==> config.mk <==
export PLATFORM = sky130hd
export DESIGN_NAME = mem_access_stage
export DESIGN_NICKNAME = d
export VERILOG_FILES = /design/src/rtl/mem_access_stage_pkg.sv /design/src/rtl/mem_req_watchdog.sv /design/src/rtl/mem_access_stage.sv
export SDC_FILE = /design/constraint.sdc
export NUM_CORES = 1
export LEC_CHECK = 0
export ABC_AREA = 1
export BUFFER_PORTS_ARGS = -buffer_cell sky130_fd_sc_hd__buf_4
export CAP_MARGIN = 15
export CORE_UTILIZATION = 34
export DETAILED_ROUTE_END_ITERATION = 6
export PLACE_DENSITY = 0.68
export SLEW_MARGIN = 20
export SYNTH_ARGS = -nofsm -noshare
export SYNTH_HDL_FRONTEND = slang
export SYNTH_SLANG_ARGS = --single-unit
==> constraint.sdc <==
create_clock -name clk_i -period 2.1 [get_ports clk_i]
set_input_delay 0.42 -clock clk_i [delete_from_list [all_inputs] [get_ports clk_i]]
set_output_delay 0.42 -clock clk_i [all_outputs]
set_load 0.01 [all_outputs]
==> src/rtl/mem_access_stage_pkg.sv <==
// rtl/mem_access_stage_pkg.sv - state encodings and MEM control bit positions for the MEM stage
package mem_access_stage_pkg;

  typedef enum logic {
    IDLE = 1'b0,
    BUSY = 1'b1
  } state_e;

  localparam int MEM_CS_BIT = 1;
  localparam int MEM_WE_BIT = 0;

endpackage

==> src/rtl/mem_req_watchdog.sv <==
// rtl/mem_req_watchdog.sv - counts cycles of an outstanding data-memory request, pulses on expiry
module mem_req_watchdog #(
  parameter int CYC = 16
) (
  input  logic clk_i,
  input  logic rst_n_i,
  input  logic run_i,
  output logic expire_o
);

  localparam int CNT_W = $clog2(CYC + 1);

  logic [CNT_W-1:0] r_cnt;

  always_ff @(posedge clk_i or negedge rst_n_i) begin
    if (!rst_n_i) begin
      r_cnt <= '0;
    end else if (!run_i) begin
      r_cnt <= '0;
    end else begin
      r_cnt <= r_cnt + 1'b1;
    end
  end

  // Fires in the CYC-th running cycle; the owner leaves BUSY on it, so r_cnt never wraps.
  assign expire_o = run_i && (r_cnt == CNT_W'(CYC - 1));

endmodule

==> src/rtl/mem_access_stage.sv <==
// rtl/mem_access_stage.sv - MEM stage: data-memory req/ack sequencing, pipeline stall, write-back retire
// Optional BUSY abort on missing ack when DMEM_TIMEOUT_EN is defined.
module mem_access_stage
  import mem_access_stage_pkg::*;
#(
  parameter int DATA_W      = 32,
  parameter int REG_W       = 5,
  parameter int TIMEOUT_CYC = 16
) (
  input  logic              clk_i,
  input  logic              rst_n_i,
  input  logic              valid_i,
  input  logic [1:0]        mem_ctrl_i,
  input  logic              wb_ctrl_i,
  input  logic [DATA_W-1:0] alu_result_i,
  input  logic [DATA_W-1:0] wdata_i,
  input  logic [REG_W-1:0]  rd_i,
  output logic              stall_o,
  output logic              dmem_req_o,
  output logic              dmem_we_o,
  output logic [DATA_W-1:0] dmem_addr_o,
  output logic [DATA_W-1:0] dmem_wdata_o,
  input  logic              dmem_ack_i,
  input  logic [DATA_W-1:0] dmem_rdata_i,
  output logic              wb_valid_o,
  output logic              wb_we_o,
  output logic [REG_W-1:0]  wb_rd_o,
  output logic [DATA_W-1:0] wb_data_o,
  output logic              err_o
);

  state_e           r_state;
  state_e           w_state_nxt;
  logic [REG_W-1:0] r_rd;
  logic             w_accept;
  logic             w_alu;
  logic             w_done;
  logic             w_abort;
  logic             w_expire;

  // The write-back source is implied by MEM_cs here, so wb_ctrl_i is not consulted.
  logic w_unused_wb_ctrl;
  assign w_unused_wb_ctrl = wb_ctrl_i;

  always_ff @(posedge clk_i or negedge rst_n_i) begin
    if (!rst_n_i) begin
      r_state <= IDLE;
    end else begin
      r_state <= w_state_nxt;
    end
  end

  always_comb begin
    w_state_nxt = r_state;
    w_accept    = 1'b0;
    w_alu       = 1'b0;
    w_done      = 1'b0;
    w_abort     = 1'b0;
    stall_o     = 1'b0;
    case (r_state)
      IDLE: begin
        if (valid_i) begin
          w_accept = mem_ctrl_i[MEM_CS_BIT];
          w_alu    = !mem_ctrl_i[MEM_CS_BIT];
        end
        stall_o = w_accept;
        if (w_accept) begin
          w_state_nxt = BUSY;
        end
      end
      BUSY: begin
        stall_o = 1'b1;
        w_done  = dmem_ack_i;
        w_abort = !dmem_ack_i && w_expire;
        if (w_done || w_abort) begin
          w_state_nxt = IDLE;
        end
      end
      default: w_state_nxt = IDLE;
    endcase
  end

  always_ff @(posedge clk_i or negedge rst_n_i) begin
    if (!rst_n_i) begin
      dmem_req_o   <= 1'b0;
      dmem_we_o    <= 1'b0;
      dmem_addr_o  <= '0;
      dmem_wdata_o <= '0;
      r_rd         <= '0;
      wb_valid_o   <= 1'b0;
      wb_we_o      <= 1'b0;
      wb_rd_o      <= '0;
      wb_data_o    <= '0;
    end else begin
      wb_valid_o <= 1'b0;
      wb_we_o    <= 1'b0;
      wb_rd_o    <= '0;
      wb_data_o  <= '0;
      if (w_alu) begin
        wb_valid_o <= 1'b1;
        wb_we_o    <= 1'b1;
        wb_rd_o    <= rd_i;
        wb_data_o  <= alu_result_i;
      end
      if (w_accept) begin
        dmem_req_o   <= 1'b1;
        dmem_we_o    <= mem_ctrl_i[MEM_WE_BIT];
        dmem_addr_o  <= alu_result_i;
        dmem_wdata_o <= wdata_i;
        r_rd         <= rd_i;
      end
      if (w_done || w_abort) begin
        dmem_req_o   <= 1'b0;
        dmem_we_o    <= 1'b0;
        dmem_addr_o  <= '0;
        dmem_wdata_o <= '0;
        wb_valid_o   <= 1'b1;
        wb_rd_o      <= r_rd;
        wb_we_o      <= w_done && !dmem_we_o;
        wb_data_o    <= (w_done && !dmem_we_o) ? dmem_rdata_i : '0;
      end
    end
  end

`ifdef DMEM_TIMEOUT_EN
  logic r_err;

  mem_req_watchdog #(
    .CYC (TIMEOUT_CYC)
  ) u_watchdog (
    .clk_i    (clk_i),
    .rst_n_i  (rst_n_i),
    .run_i    ((r_state == BUSY) && !dmem_ack_i),
    .expire_o (w_expire)
  );

  always_ff @(posedge clk_i or negedge rst_n_i) begin
    if (!rst_n_i) begin
      r_err <= 1'b0;
    end else if (w_abort) begin
      r_err <= 1'b1;
    end
  end

  assign err_o = r_err;
`else
  localparam int unused_timeout_cyc = TIMEOUT_CYC;

  assign w_expire = 1'b0;
  assign err_o    = 1'b0;
`endif

endmodule

# After elaboration in Yosys (flattened, before gate mapping)
# Cells that the tools add are included.
# op_classes
n_bitwise,1
n_reduce_logical,4
mux,26
# op_table
op,count
$mux W32,7
$mux W1,15
$mux W5,2
$pmux W1 S2,2
$logic_not A1 Y1,2
$reduce_bool A2 Y1,1
$logic_and A1 B1 Y1,1
$not A1 Y1,1
# word_totals
register_bits,111
output_inout_bits,107

# Longest topological paths before layout
# Gate-level depths: netlist of the first run.
# depth
ltp_word,5
ltp_mapped,6
depth_no_buf,4

# Worst setup path before layout of the first run
# No wires, ideal clock.
# synth_timing
path_type,input -> output
start,input port valid_i
end,output port stall_o
t_arrival_ns,0.871
stages,4
path_slack_ns,0.809
n_path_buf,2
required_ns,1.680
cell_sequence,buf_4 buf_4 nand2_1 nand2_1
# synth_between
elab_chain_cells,3
# synth_rtl
element,line,text
"start, declared",mem_access_stage.sv:12,"input logic valid_i,"
$mux W1,mem_access_stage.sv:62,if (valid_i) begin
$mux W1,mem_access_stage.sv:60,case (r_state)
$pmux W1 S2,mem_access_stage.sv:60,
"end, declared",mem_access_stage.sv:18,"output logic stall_o,"
# Every way passes these cells. The select of a mux whose other input is x is not followed.

# Worst setup path after layout of the first run
# layout_timing
start,input port mem_ctrl_i[1]
end,output port stall_o
# layout_between
elab_chain_cells,3
# layout_rtl
element,line,text
"start, declared",mem_access_stage.sv:13,"input logic [1:0] mem_ctrl_i,"
$mux W1,mem_access_stage.sv:62,
$mux W1,mem_access_stage.sv:60,
$pmux W1 S2,mem_access_stage.sv:60,
# Every way passes these cells. The select of a mux whose other input is x is not followed.

==> qor.json, run 1 <==
{
  "detailed_routing": {
    "drt_pre_antenna_iters": 4,
    "via_density_per_instance": 5.07,
    "detailedRoute.firstIterationViolations": 353,
    "number_of_vias_in_the_routed_layout": 4332,
    "ant_nets": 0,
    "drt_drc_violations_left": 0,
    "routed_wirelength_um": 13300,
    "wire_per_inst_um": 15.6
  },
  "clock_tree": {
    "total_setup_buffers_inserted_after_cts": 0,
    "clock_insertion_delay_worst_skew_ns": 0.34,
    "ctsResizeCount": 0,
    "clock-sinks": 111,
    "htreeDepth": 3,
    "tritoncts.num_buffers": 9,
    "tritoncts": "built",
    "clock_tree.buffer_depth": 2,
    "root_buffer": "clkbuf_16",
    "clkTransAtPathRegs_ns": 0.07,
    "cts.hold.buffers_added": 0
  },
  "global_route": {
    "antenna_found_initial": 0,
    "overflow": 0,
    "number_of_global_route_vias_before_repair": 4254,
    "pin_count_of_the_biggest_net_entering_global_routing": 73,
    "grt_first_pass_wirelength_um": 22200,
    "grt.total_usage": 0.200
  },
  "worst_setup_path": {
    "crit_path_start_kind": "input pin",
    "regToRegEndpoint": "dmem_wdata_o[12]",
    "crit_arrival_ns": 1.08,
    "critPathTopFamily": "buffers and inverters",
    "worstPathRequired_ns": 1.68,
    "worst-r2r-cell-count": 4,
    "r2r_start": "r_state",
    "critical_path.cell_chain": "buf_4 -> nand2_1 -> nand2_1 -> buf_4",
    "timing.critical_path.fanout_max": 33,
    "timing.critical_path.to_type": "primary output",
    "critPathSlowestCell": "buf_4",
    "r2r_setup_slack_ns": 0.73,
    "cp.buffers_inverters": 2,
    "max_stage_delay_ns": 0.33,
    "criticalPathCategory": "in2out"
  },
  "synth": {
    "largest_area_contributor_in_the_netlist": "dfrtp_1",
    "post_synth_and_or_nand_nor_area_fraction": 0.320,
    "muxShareOfSynthArea": 0,
    "dominant_synthesized_flop_cell": "dfrtp_1",
    "asyncSetResetFlopFracSynth": 1.00,
    "post_synth_fa_ha_maj_area_fraction": 0,
    "post_synth_main_area_contributors": "dfrtp_1 (61%), nand2_1 (12%), nand3_1 (11%)",
    "synth_seq_area_share": 0.612,
    "postSynthNetCount": 597,
    "yosysUniqueCellTypes": 16,
    "avgSynthCellArea_um2": 9.29,
    "number_of_flops_mapped_to_enable_cells_by_yosys": 0,
    "netlist_instances": 489,
    "yosysMostFrequentCell": "nand2_1",
    "yosysWarnings": 0,
    "synth_top_cell_area_share": 0.612,
    "main_combinational_cell_family_by_area_after_synthesis": "simple AND/OR/NAND/NOR gates",
    "synth.cell_area_um2": 4540,
    "synth_commonest_cells": "nand2_1 (146), dfrtp_1 (111), nand3_1 (98), nand4_1 (65)",
    "synth_xor_xnor_area_share": 0,
    "ys_ff_latch": 111,
    "synth_compound_gate_area_share": 0.0132
  },
  "layout": {
    "drive_gt1_frac": 0.356,
    "fin_nets": 786,
    "layout.cells.non_filler": 855,
    "num-fill-cells": 1215,
    "syn_to_final_growth_pct": 44.4,
    "postLayoutCellArea_um2": 6560,
    "finalCoreUtilization": 0.511,
    "number_of_inserted_diodes": 0
  },
  "status": {
    "status": "finished, final reports clean"
  },
  "placed_design": {
    "port_buffers": 212,
    "pre_cts_ws_ns": 0.572,
    "place.detailed.instances": 839,
    "place_hpwl_um": 9290,
    "gp_routability_congestion": 0.868,
    "placed_cell_area_um2": 6260
  },
  "floorplan": {
    "die_area_um2": 13800,
    "start_util": 0.354,
    "io_pins": 215,
    "floorplan.die.height_um": 118,
    "core_region_area_um2": 12800,
    "rows": 41,
    "die_w_um": 118
  },
  "timing": {
    "post_route_fraction_of_the_period_consumed_by_the_critical_path": 0.717,
    "hold_viol_final": 0,
    "final_worst_path_setup_slack_ns": 0.595,
    "setup_violations": 0,
    "peak_freq_ghz": 0.664,
    "worst_hold_slack_ns": 0.0457,
    "fin_skew_ns": 0.00584,
    "timing.final.max_slew_violations": 0,
    "post-route-min-period_ns": 1.50,
    "rsz0062_at_grt": "false",
    "totalNegativeSetupSlack_ns": 0
  },
  "flow_run": {
    "drv_cap": 0
  },
  "pwr": {
    "internal_power_mw": 4.32,
    "p_seq_frac": 0.441,
    "power.total_mw": 6.26,
    "net-switching-power_mw": 1.94,
    "cellLeakagePower_nw": 3.64,
    "ir_drop_mv": 0.352,
    "p_comb_frac": 0.286,
    "pwr_density_cell_nw_per_um2": 955,
    "clock_power_share": 0.273,
    "power_switching_share": 0.310
  },
  "hold_path": {
    "min-delay-path-class": "in2async"
  }
}
==> power by group through the flow <==
stage	logic (mW)	registers (mW)	clock network (mW)
final	1.79	2.76	1.71
after global routing	1.97	2.81	1.83
after CTS	1.81	2.76	1.76
after detailed placement	1.81	2.80	0
after global placement	1.78	2.78	0
after floorplan	0.628	2.95	0
==> routing by layer <==
metal | global-route usage | up-vias | part of all wire
met5 | 0 | - | 0
met4 | 0.0769 | 0 | 0.018
met3 | 0.0460 | 15 | 0.069
met2 | 0.331 | 170 | 0.49
met1 | 0.254 | 2100 | 0.43
li1 | - | 2047 | -
==> registers in the layout (all words and copies together), names as in the netlist <==
| signal | flops |
|---|---|
| dmem_addr_o | 32 |
| dmem_wdata_o | 32 |
| wb_data_o | 32 |
| r_rd | 5 |
| wb_rd_o | 5 |
| dmem_req_o | 1 |
| dmem_we_o | 1 |
| r_state | 1 |
| wb_valid_o | 1 |
| wb_we_o | 1 |
==> cells in the final DEF (no fill, tap or decap), drive strengths merged <==
cell type | netlist | layout
buf | 26 | 225
nand2 | 146 | 146
dfrtp | 111 | 111
nand3 | 98 | 98
nand4 | 65 | 65
clkbuf | 21 | 13
o21ai | 11 | 11
inv | 7 | 7
nor2 | 2 | 2
a21oi | 1 | 1
conb | 1 | 1
clkinv | 0 | 1
bufinv | 0 | 1
clkinvlp | 0 | 1
==> cells by family (layout without fill, tap and decap cells) <==
kind of cell           after synthesis  after routing
and+or+nand+nor                    311            311
other                                1              1
DFF                                111            111
AOI/OAI and AO/OA                   12             12
buffers and inverters               54            248
==> cell type report <==
cell class	count	area [um^2]	area share
clock buffer	13	250	0.0382
clock inverter	3	42.5	0.00649
inverter	7	26.3	0.00401
multi-input combinational	324	1530	0.233
sequential	111	2780	0.424
tap	172	215	0.0328
timing repair buffer	225	1710	0.261
==> worst max path at each step <==
| stage | cells past startpoint | endpoint | from |
|---|---|---|---|
| 2_1_floorplan | 4 | stall_o | valid_i |
| 4_1_cts | 4 | stall_o | mem_ctrl_i[1] |
| 3_3_place_gp | 4 | dmem_wdata_o[10] | mem_ctrl_i[1] |
| 5_1_grt | 4 | stall_o | mem_ctrl_i[1] |
| 3_5_place_dp | 4 | dmem_wdata_o[8] | mem_ctrl_i[1] |
| 6_report | 4 | stall_o | mem_ctrl_i[1] |
Power figures use the tool's default switching activity.
==> run 2: changes to the inputs <==
--- a/config.mk
+++ b/config.mk
@@ -10,7 +10,7 @@
 export CAP_MARGIN = 15
 export CORE_UTILIZATION = 34
 export DETAILED_ROUTE_END_ITERATION = 6
-export PLACE_DENSITY = 0.68
+export PLACE_DENSITY = 0.7
 export SLEW_MARGIN = 20
 export SYNTH_ARGS = -nofsm -noshare
 export SYNTH_HDL_FRONTEND = slang
==> constraint.sdc (replaced) <==
create_clock -name clk_i -period 1.2 [get_ports clk_i]
set_input_delay 0.24 -clock clk_i [delete_from_list [all_inputs] [get_ports clk_i]]
set_output_delay 0.24 -clock clk_i [all_outputs]
set_load 0.01 [all_outputs]
==> qor.json, run 2 (synthesis gave the netlist of run 1 again) <==
{
  "floorplan": {
    "die_w_um": 118,
    "die_area_um2": 13800,
    "start_util": 0.354,
    "floorplan.die.height_um": 118,
    "core_region_area_um2": 12800,
    "rows": 41,
    "io_pins": 215
  },
  "global_route": {
    "pin_count_of_the_biggest_net_entering_global_routing": 63,
    "grt_first_pass_wirelength_um": 22200,
    "grt.total_usage": 0.201,
    "antenna_found_initial": 0,
    "overflow": 0,
    "number_of_global_route_vias_before_repair": 4310
  },
  "pwr": {
    "power.total_mw": 11.7,
    "ir_drop_mv": 0.806,
    "internal_power_mw": 8.07,
    "p_comb_frac": 0.321,
    "power_switching_share": 0.310,
    "clock_power_share": 0.267,
    "pwr_density_cell_nw_per_um2": 1660,
    "p_seq_frac": 0.412,
    "net-switching-power_mw": 3.63,
    "cellLeakagePower_nw": 3.83
  },
  "detailed_routing": {
    "ant_nets": 0,
    "number_of_vias_in_the_routed_layout": 4472,
    "detailedRoute.firstIterationViolations": 360,
    "drt_pre_antenna_iters": 6,
    "drt_drc_violations_left": 0,
    "wire_per_inst_um": 17.0,
    "routed_wirelength_um": 14800,
    "via_density_per_instance": 5.13
  },
  "placed_design": {
    "port_buffers": 212,
    "place_hpwl_um": 9410,
    "placed_cell_area_um2": 6400,
    "gp_routability_congestion": 0.842
  },
  "timing": {
    "peak_freq_ghz": 0.753,
    "final_worst_path_setup_slack_ns": -0.127,
    "hold_viol_final": 0,
    "rsz0062_at_grt": "true",
    "post-route-min-period_ns": 1.33,
    "timing.final.max_slew_violations": 0,
    "post_route_fraction_of_the_period_consumed_by_the_critical_path": 1.11,
    "setup_violations": 53,
    "fin_skew_ns": 0.00640
  },
  "layout": {
    "drive_gt1_frac": 0.393,
    "postLayoutCellArea_um2": 7040,
    "layout_commonest_cell": "buf_4",
    "fin_nets": 802,
    "number_of_inserted_diodes": 0,
    "syn_to_final_growth_pct": 55.0,
    "layout_top_registers": "dmem_addr_o: 32 flops, dmem_wdata_o: 32 flops, wb_data_o: 32 flops",
    "final_cell_mix": "buf_4 (218), nand2_1 (142), dfrtp_1 (110)"
  },
  "clock_tree": {
    "clock_tree.buffer_depth": 2,
    "tritoncts.num_buffers": 9,
    "root_buffer": "clkbuf_16",
    "clkTransAtPathRegs_ns": 0.07,
    "clock-sinks": 111,
    "clock_insertion_delay_worst_skew_ns": 0.35,
    "tritoncts": "built",
    "htreeDepth": 3
  },
  "status": {
    "status": "complete, but fails checks",
    "violations": "negative setup slack"
  },
  "hold_path": {
    "min-delay-path-class": "in2reg",
    "worstHoldPathCells": 3
  },
  "worst_setup_path": {
    "timing.critical_path.fanout_max": 2,
    "crit_arrival_ns": 1.09,
    "timing.critical_path.to_type": "primary output",
    "worst-r2r-cell-count": 7,
    "worstPathRequired_ns": 0.96,
    "crit_path_start_kind": "flop",
    "criticalPathCategory": "reg2out"
  },
  "flow_run": {
    "drv_cap": 0
  }
}
==> run 2: cell types whose count changed in the layout (fill, tap and decap cells not counted), sizes merged <==
cell         before  now
buf             225  236
bufbuf            0    1
clkbuf           13   17
dlygate4sd3       0    1
clkinv            1    0
==> run 2: cell type report <==
class,instances,area [um^2]
inverters,7,26.3
well taps,172,215
multi-input cells,324,1630
repair buffers,241,2070
clock inverters,2,37.5
flip-flops and latches,111,2780
fillers,1161,5790
clock buffers,14,274
==> run 2: power by group through the flow <==
stage / clock network [mW] / logic (mW) / registers, mW
detailed placement: 0 / 3.32 / 4.89
CTS: 3.18 / 3.49 / 4.82
global route: 3.35 / 4.04 / 4.90
global placement: 0 / 3.24 / 4.86
finish: 3.12 / 3.75 / 4.82
floorplan: 0 / 1.10 / 5.16
==> run 2: per-stage QoR <==
step | utilization | cells | worst slack (ns) | setup TNS, ns | hold WS [ns]
after global placement | 0.499 | 843 | 0.0363 | 0 | 0.145
after floorplan | - | 489 | 0.0598 | 0 | -0.0556
after CTS | 0.530 | 864 | -0.132 | -0.194 | 0.0709
after detailed placement | 0.499 | 843 | 0.0245 | 0 | 0.146
final | 0.549 | 871 | -0.127 | -2.96 | 0.0865
after global routing | 0.549 | 871 | -0.181 | -8.83 | 0.0803
==> run 2: worst paths after layout <==
| check | from | to | slack [ns] |
|---|---|---|---|
| worst min-delay path | dmem_rdata_i[28] | wb_data_o[28] | 0.09 |
| worst max-delay path | r_state | stall_o | -0.13 |
| worst max register to register | r_state | wb_data_o[8] | -0.11 |
| worst min register to register | r_rd[2] | r_rd[2] | 0.49 |
| min in group asynchronous | rst_n_i | wb_data_o[16] | 0.32 |
| max in group asynchronous | rst_n_i | dmem_addr_o[1] | 0.41 |
==> run 2: what timing repair did <==
action | CTS | global route
hold buffers | 1 | 0
gates resized for setup | 5 | 25
endpoints found under the setup margin | 1 | 109
buffers inserted | 3 | 2
gates cloned | 1 | 5
hold endpoints to repair | 14 | 0
pin swaps | 0 | 11
==> run 2: worst max-delay path, cell delays in order (launching register included) <==
cell	delay, ns
dfrtp_1	0.39
inv_2	0.08
buf_12	0.11
nand2_4	0.04
buf_6	0.11
==> run 2: routing by layer <==
| layer | vias to the layer above | routed length, um | share of wire | global-route usage |
|---|---|---|---|---|
| met2 | 170 | 7350 | 0.50 | 0.333 |
| met4 | 0 | 317 | 0.021 | 0.0753 |
| met1 | 2201 | 6200 | 0.42 | 0.252 |
| met3 | 21 | 926 | 0.063 | 0.0504 |
| met5 | - | 0 | 0 | 0 |
| li1 | 2080 | - | - | - |
